--- src/rtl/conv_accel_seq.sv ---
// conv_accel_seq: memory-mapped KxK-over-NxN valid convolution engine.
// A single saturating multiplier is time-shared over every kernel tap of every
// output. After the MAC pass the block averages the MxM outputs, then
// rewrites each output as max(r - avg, 0) while accumulating a variance figure.
// Optional feature macro: CONV_ACCEL_VAR_EN builds the variance squarer and
// accumulator. Without it VAR reads 0, and the NORM pass still runs so that
// the cycle count is the same in both builds.
module conv_accel_seq #(
  parameter int DW = 8,
  parameter int K  = 3,
  parameter int N  = 4
) (
  input  logic        clk,
  input  logic        rst_n,
  input  logic [31:0] addr,
  input  logic        wr_en,
  input  logic        accel_select,
  input  logic [31:0] data_in,
  output logic [31:0] data_out,
  output logic [15:0] ctr
);

  localparam int M   = N - K + 1;
  localparam int KK  = K * K;
  localparam int NN  = N * N;
  localparam int MM  = M * M;
  localparam int LG  = $clog2(MM);
  localparam int SW  = DW + LG;
  localparam int KIW = (KK > 1) ? $clog2(KK) : 1;
  localparam int NIW = (NN > 1) ? $clog2(NN) : 1;
  localparam int MIW = (MM > 1) ? $clog2(MM) : 1;

  localparam logic [DW-1:0]  MAX_VAL   = {DW{1'b1}};
  localparam logic [7:0]     K_LAST    = 8'(K - 1);
  localparam logic [7:0]     M_LAST    = 8'(M - 1);
  localparam logic [MIW-1:0] NORM_LAST = MIW'(MM - 1);

  localparam logic [1:0] ST_IDLE = 2'd0;
  localparam logic [1:0] ST_MAC  = 2'd1;
  localparam logic [1:0] ST_AVG  = 2'd2;
  localparam logic [1:0] ST_NORM = 2'd3;

  // Architectural state
  logic [1:0]     state_q, state_d;
  logic           done_q, done_d;
  logic [15:0]    counter_q, counter_d;
  logic [DW-1:0]  avg_q, avg_d;
  logic [DW-1:0]  acc_q, acc_d;
  logic [7:0]     o_row_q, o_row_d;
  logic [7:0]     o_col_q, o_col_d;
  logic [7:0]     k_row_q, k_row_d;
  logic [7:0]     k_col_q, k_col_d;
  logic [MIW-1:0] norm_idx_q, norm_idx_d;
  logic [DW-1:0]  kernel_q [KK];
  logic [DW-1:0]  kernel_d [KK];
  logic [DW-1:0]  image_q  [NN];
  logic [DW-1:0]  image_d  [NN];
  logic [DW-1:0]  result_q [MM];
  logic [DW-1:0]  result_d [MM];
  logic [31:0]    var_value;

  // Bus decode
  logic [7:0] word;
  logic [5:0] elem_off;
  logic       wr_fire;
  logic       busy;
  logic       accept;
  logic       go;
  logic       ker_hit;
  logic       img_hit;
  logic       res_hit;

  assign word     = addr[9:2];
  assign elem_off = word[5:0];
  assign wr_fire  = wr_en & accel_select;
  assign busy     = (state_q != ST_IDLE);
  assign accept   = wr_fire & ~busy;
  assign go       = accept & (word == 8'h00);
  assign ker_hit  = (word[7:6] == 2'b01) && ({1'b0, elem_off} < 7'(KK));
  assign img_hit  = (word[7:6] == 2'b10) && ({1'b0, elem_off} < 7'(NN));
  assign res_hit  = (word[7:6] == 2'b11) && ({1'b0, elem_off} < 7'(MM));

  logic unused_bits;
  assign unused_bits = ^{addr[31:10], addr[1:0], data_in[31:DW]};

  // MAC datapath: address the current tap and output, then saturate the
  // product and the running sum independently.
  logic [7:0]      img_lin, ker_lin, res_lin;
  logic [NIW-1:0]  img_idx;
  logic [KIW-1:0]  ker_idx;
  logic [MIW-1:0]  res_idx;
  logic [DW-1:0]   mac_a, mac_b;
  logic [2*DW-1:0] prod_full;
  logic [DW-1:0]   prod_sat;
  logic [DW:0]     sum_full;
  logic [DW-1:0]   sum_sat;

  assign img_lin   = (o_row_q + k_row_q) * 8'(N) + o_col_q + k_col_q;
  assign ker_lin   = k_row_q * 8'(K) + k_col_q;
  assign res_lin   = o_row_q * 8'(M) + o_col_q;
  assign img_idx   = NIW'(img_lin);
  assign ker_idx   = KIW'(ker_lin);
  assign res_idx   = MIW'(res_lin);
  assign mac_a     = kernel_q[ker_idx];
  assign mac_b     = image_q[img_idx];
  assign prod_full = {{DW{1'b0}}, mac_a} * {{DW{1'b0}}, mac_b};
  assign prod_sat  = (|prod_full[2*DW-1:DW]) ? MAX_VAL : prod_full[DW-1:0];
  assign sum_full  = {1'b0, acc_q} + {1'b0, prod_sat};
  assign sum_sat   = sum_full[DW] ? MAX_VAL : sum_full[DW-1:0];

  // Sum every stored result so the AVG state can capture the mean in one cycle
  logic [SW-1:0] res_total;
  logic [DW-1:0] avg_calc;

  always_comb begin
    res_total = '0;
    for (int i = 0; i < MM; i++) begin
      res_total = res_total + SW'(result_q[i]);
    end
  end

  assign avg_calc = DW'(res_total >> LG);

  // Normalisation datapath: absolute distance of the current result from avg
  logic [DW-1:0] norm_r;
  logic          norm_gt;
  logic [DW-1:0] norm_diff;

  assign norm_r    = result_q[norm_idx_q];
  assign norm_gt   = norm_r > avg_q;
  assign norm_diff = norm_gt ? (norm_r - avg_q) : (avg_q - norm_r);

`ifdef CONV_ACCEL_VAR_EN
  logic [31:0]     var_q, var_d;
  logic [2*DW-1:0] norm_sq;

  assign norm_sq   = {{DW{1'b0}}, norm_diff} * {{DW{1'b0}}, norm_diff};
  assign var_value = var_q;
`else
  assign var_value = 32'd0;
`endif

  // Host writes into kernel and image memories, only accepted while idle
  always_comb begin
    kernel_d = kernel_q;
    image_d  = image_q;
    if (accept && ker_hit) begin
      kernel_d[KIW'(elem_off)] = data_in[DW-1:0];
    end
    if (accept && img_hit) begin
      image_d[NIW'(elem_off)] = data_in[DW-1:0];
    end
  end

  // Sequencer: MAC over every tap of every output, one AVG cycle, then NORM
  always_comb begin
    state_d    = state_q;
    done_d     = done_q;
    counter_d  = counter_q;
    avg_d      = avg_q;
    acc_d      = acc_q;
    o_row_d    = o_row_q;
    o_col_d    = o_col_q;
    k_row_d    = k_row_q;
    k_col_d    = k_col_q;
    norm_idx_d = norm_idx_q;
    result_d   = result_q;
`ifdef CONV_ACCEL_VAR_EN
    var_d      = var_q;
`endif
    if (busy) begin
      counter_d = counter_q + 16'd1;
    end
    case (state_q)
      ST_IDLE: begin
        if (go) begin
          state_d    = ST_MAC;
          done_d     = 1'b0;
          counter_d  = '0;
          acc_d      = '0;
          o_row_d    = '0;
          o_col_d    = '0;
          k_row_d    = '0;
          k_col_d    = '0;
          norm_idx_d = '0;
`ifdef CONV_ACCEL_VAR_EN
          var_d      = '0;
`endif
        end
      end
      ST_MAC: begin
        acc_d = sum_sat;
        if (k_col_q == K_LAST) begin
          k_col_d = '0;
          if (k_row_q == K_LAST) begin
            k_row_d           = '0;
            result_d[res_idx] = sum_sat;
            acc_d             = '0;
            if (o_col_q == M_LAST) begin
              o_col_d = '0;
              if (o_row_q == M_LAST) begin
                o_row_d = '0;
                state_d = ST_AVG;
              end else begin
                o_row_d = o_row_q + 8'd1;
              end
            end else begin
              o_col_d = o_col_q + 8'd1;
            end
          end else begin
            k_row_d = k_row_q + 8'd1;
          end
        end else begin
          k_col_d = k_col_q + 8'd1;
        end
      end
      ST_AVG: begin
        avg_d      = avg_calc;
        norm_idx_d = '0;
        state_d    = ST_NORM;
      end
      ST_NORM: begin
        result_d[norm_idx_q] = norm_gt ? norm_diff : '0;
`ifdef CONV_ACCEL_VAR_EN
        var_d = var_q + 32'(norm_sq >> 2);
`endif
        if (norm_idx_q == NORM_LAST) begin
          norm_idx_d = '0;
          done_d     = 1'b1;
          state_d    = ST_IDLE;
        end else begin
          norm_idx_d = norm_idx_q + MIW'(1);
        end
      end
      default: begin
        state_d = ST_IDLE;
      end
    endcase
  end

  // State registers; reset wipes memories so nothing survives an abort
  always_ff @(posedge clk or negedge rst_n) begin
    if (!rst_n) begin
      state_q    <= ST_IDLE;
      done_q     <= 1'b0;
      counter_q  <= '0;
      avg_q      <= '0;
      acc_q      <= '0;
      o_row_q    <= '0;
      o_col_q    <= '0;
      k_row_q    <= '0;
      k_col_q    <= '0;
      norm_idx_q <= '0;
      kernel_q   <= '{default: '0};
      image_q    <= '{default: '0};
      result_q   <= '{default: '0};
    end else begin
      state_q    <= state_d;
      done_q     <= done_d;
      counter_q  <= counter_d;
      avg_q      <= avg_d;
      acc_q      <= acc_d;
      o_row_q    <= o_row_d;
      o_col_q    <= o_col_d;
      k_row_q    <= k_row_d;
      k_col_q    <= k_col_d;
      norm_idx_q <= norm_idx_d;
      kernel_q   <= kernel_d;
      image_q    <= image_d;
      result_q   <= result_d;
    end
  end

`ifdef CONV_ACCEL_VAR_EN
  // Variance accumulator register
  always_ff @(posedge clk or negedge rst_n) begin
    if (!rst_n) begin
      var_q <= '0;
    end else begin
      var_q <= var_d;
    end
  end
`endif

  // Combinational read mux over the word map; unmapped words read 0
  always_comb begin
    data_out = '0;
    case (word[7:6])
      2'b00: begin
        case (elem_off)
          6'd0:    data_out = {done_q, 29'b0, busy, 1'b0};
          6'd1:    data_out = {16'b0, counter_q};
          6'd2:    data_out = 32'(avg_q);
          6'd3:    data_out = var_value;
          default: data_out = '0;
        endcase
      end
      2'b01: if (ker_hit) data_out = 32'(kernel_q[KIW'(elem_off)]);
      2'b10: if (img_hit) data_out = 32'(image_q[NIW'(elem_off)]);
      2'b11: if (res_hit) data_out = 32'(result_q[MIW'(elem_off)]);
      default: data_out = '0;
    endcase
  end

  assign ctr = counter_q;

endmodule

--- config.mk ---
export PLATFORM = sky130hd
export DESIGN_NAME = conv_accel_seq
export DESIGN_NICKNAME = d
export VERILOG_FILES = /design/src/rtl/conv_accel_seq.sv
export SDC_FILE = /design/constraint.sdc
export NUM_CORES = 1
export LEC_CHECK = 0
export ABC_AREA = 1
export CAP_MARGIN = 15
export CORE_MARGIN = 4
export CORE_UTILIZATION = 56
export CTS_CLUSTER_DIAMETER = 50
export DETAILED_ROUTE_END_ITERATION = 10
export PLACE_DENSITY = 0.84
export SLEW_MARGIN = 20
export SYNTH_ARGS = -nofsm -noshare
export SYNTH_HDL_FRONTEND = slang
export SYNTH_SLANG_ARGS = --single-unit
--- constraint.sdc ---
create_clock -name clk -period 7.9 [get_ports clk]
set_clock_uncertainty 0.05 [all_clocks]
set_input_delay 1.58 -clock clk [delete_from_list [all_inputs] [get_ports clk]]
set_output_delay 1.58 -clock clk [all_outputs]
set_load 0.02 [all_outputs]
==> metrics.cfg <==
[setup_path]
worst_setup_path_start_kind=flop
crit_path_top_delay_cell=fa_2
crit_path_frequent_cell=nand2_1
cp-end-kind=flop
max_stage_delay_ps=650
crit_required_ps=8330
path_delay_family=adder cells
crit_arrival_ps=8390
critical_path_buf_inv_count=14
worstSetupPathType=reg -> reg
path_max_fanout=8

[clock_tree]
cts.htree.levels=2
cts_root_buffer=clkbuf_16
clk_path_buf_depth=3
hold_buffers=0
tritoncts=built
cts_num_sinks=301
numCtsBuffers=37
insertion_delay_ps=560
path_clk_slew_ps=60

[logic_synthesis]
synth_cell_types=56
synth_area_leaders=dfrtp_1, nand2_1, o21ai_0
async_flop_share=1.000
ys_seq_elements=301
yosysTopAreaCellShare=0.3578
syn_area_um2=21050
ys_seq_area_frac=0.3578
synth_edf_count=0
syn_avg_cell_area_um2=7.397
synthCells=2846
yosysWarnings=0
yosys.area.top_type=dfrtp_1
ys.flop_type=dfrtp_1

[route]
firstDrtPassIters=6
drc_errors=0
ant_nets=0
num_vias=21000
wl_per_cell_um=18.94
routed_wirelength_mm=66.12
dr.first_iter.drc_count=2730
post_drt_via_cell_ratio=6.017

[floorplanning]
dieArea_um2=40760
core_um2=36870
die_x_um=201.9
die_h_um=201.9
ios=116
std_cell_rows=70
initial_utilization=0.5709

[sta]
hold_violations=0
holdWs_ps=434.1
fin_ws_ps=-67.78
final.period_utilization=1.009
min_period_ps=7968
setup_violations=9
fin_setup_tns_ps=-232.3
clock.fmax_mhz=125.5
tightest_slew_ps=1102
rsz0062_at_grt=true
maxSlewViolCount=0
slew_headroom=0.2643

[placed_design]
port_buffers=52
placed_cells_incl_taps=3406
place.gp.congestion=1.008
pre_cts_ws_ps=-450.9
dpl.hpwl_mm=45.53

[global_route]
track_usage=0.3065
overflow=0
grt_pass1_wl_mm=102.9
first_global_vias=19900
grt_max_degree=170
antenna_found_initial=0

[run]
cap_violations=0

[final_layout]
layout_commonest_cell=nand2_1
diodes=0
layout-drive-gt1-share=0.1517
area_delta_synth_final_pct=18.06
stdcell_count=3490
fin_nets=3173
layout_common_cells=nand2_1, o21ai_0, dfrtp_1

[status]
outcome=finished, violations left
violations=negative setup slack

[worst_hold_path]
holdCritPathClass=reg -> reg

sequential cells by signal (all words and copies together), names as in the netlist:
register	flops
avg_q	8
done_q	1
result_q	32
acc_q	8
kernel_q	72
norm_idx_q	2
o_row_q	8
k_col_q	8
state_q	2
ctr	16
image_q	128
o_col_q	8
k_row_q	8
worst reg2reg max path: cells and delay by family, from the launching register on:
kind	cells	cell delay, ps
xor gates and xnor gates	1	150
DFF	1	360
buffers and inverters	14	1250
adders and majority gates	10	4300
and+or+nand+nor	17	1370
AOI/OAI and AO/OA	3	440
kinds of logic after synthesis:
kind of cell	synth area share
mux	0.001427
other cells	0.0001781
xor+xnor	0.008737
buf+inv	0.08630
simple gates	0.2612
compound gates	0.1771
flops	0.3578
fa+ha+maj	0.1072
what timing repair did:
| action | CTS | global route |
|---|---|---|
| resized for setup | 52 | 197 |
| pin swaps | 16 | 107 |
| setup buffers | 2 | 20 |
| endpoints found under the setup margin | 40 | 40 |
| hold endpoints to repair | 0 | 0 |
metal layers:
metal | share of wire | track usage
met5 | 0 | 0
met4 | 0.052 | 0.1484
met3 | 0.097 | 0.05038
met2 | 0.47 | 0.4980
met1 | 0.38 | 0.4019
final cells by class:
type / instances / area (um^2)
clock inverters: 13 / 186.4
inverters: 290 / 1099
repair buffers: 198 / 1798
well taps: 504 / 630.6
fillers: 2889 / 12020
clock buffers: 52 / 1064
flip-flops and latches: 301 / 7532
multi-input cells: 2132 / 12540
stage by stage:
step | util | instance area (um^2)
2_1_floorplan | - | 21110
3_3_place_gp | 0.6128 | 22590
3_5_place_dp | 0.6128 | 22590
4_1_cts | 0.6526 | 24060
5_1_grt | 0.6740 | 24850
6_report | 0.6740 | 24850
path summary, 6_finish.rpt:
| check | start | end | slack [ps] | cells after the start |
|---|---|---|---|---|
| hold / removal | image_q[75] | image_q[75] | 430 | 2 |
| setup / recovery | k_col_q[1] | result_q[4] | -70 | 45 |
| hold reg to reg | image_q[75] | image_q[75] | 430 | 2 |
| setup reg to reg | k_col_q[1] | result_q[4] | -70 | 45 |
| min in group asynchronous | rst_n | image_q[3] | 1060 | 1 |
| max in group asynchronous | rst_n | o_row_q[5] | 5140 | 2 |
Yosys cell counts, types with 5 or more instances:
master    instances
a21oi_1          98
a22o_1            7
a22oi_1          64
a31oi_1           5
buf_1            10
buf_2            25
buf_4            15
buf_6            16
clkbuf_1         70
clkinv_1          6
dfrtp_1         301
fa_1             59
ha_1             86
inv_1           278
inv_2             5
nand2_1         838
nand2_4          14
nand3_1         123
nand3b_1          8
nand4_1          45
nor2_1          206
nor2_4            6
nor3_1           22
o211ai_1         17
o21a_1            8
o21ai_0         329
o21ai_1          44
o21ai_2          24
o22ai_1          48
or2_2             6
xnor2_1           6
xor2_1           15
Power is left out: the tool's default activity adds up to more than one toggle a clock period on the data nets, which glitch-free logic cannot reach.
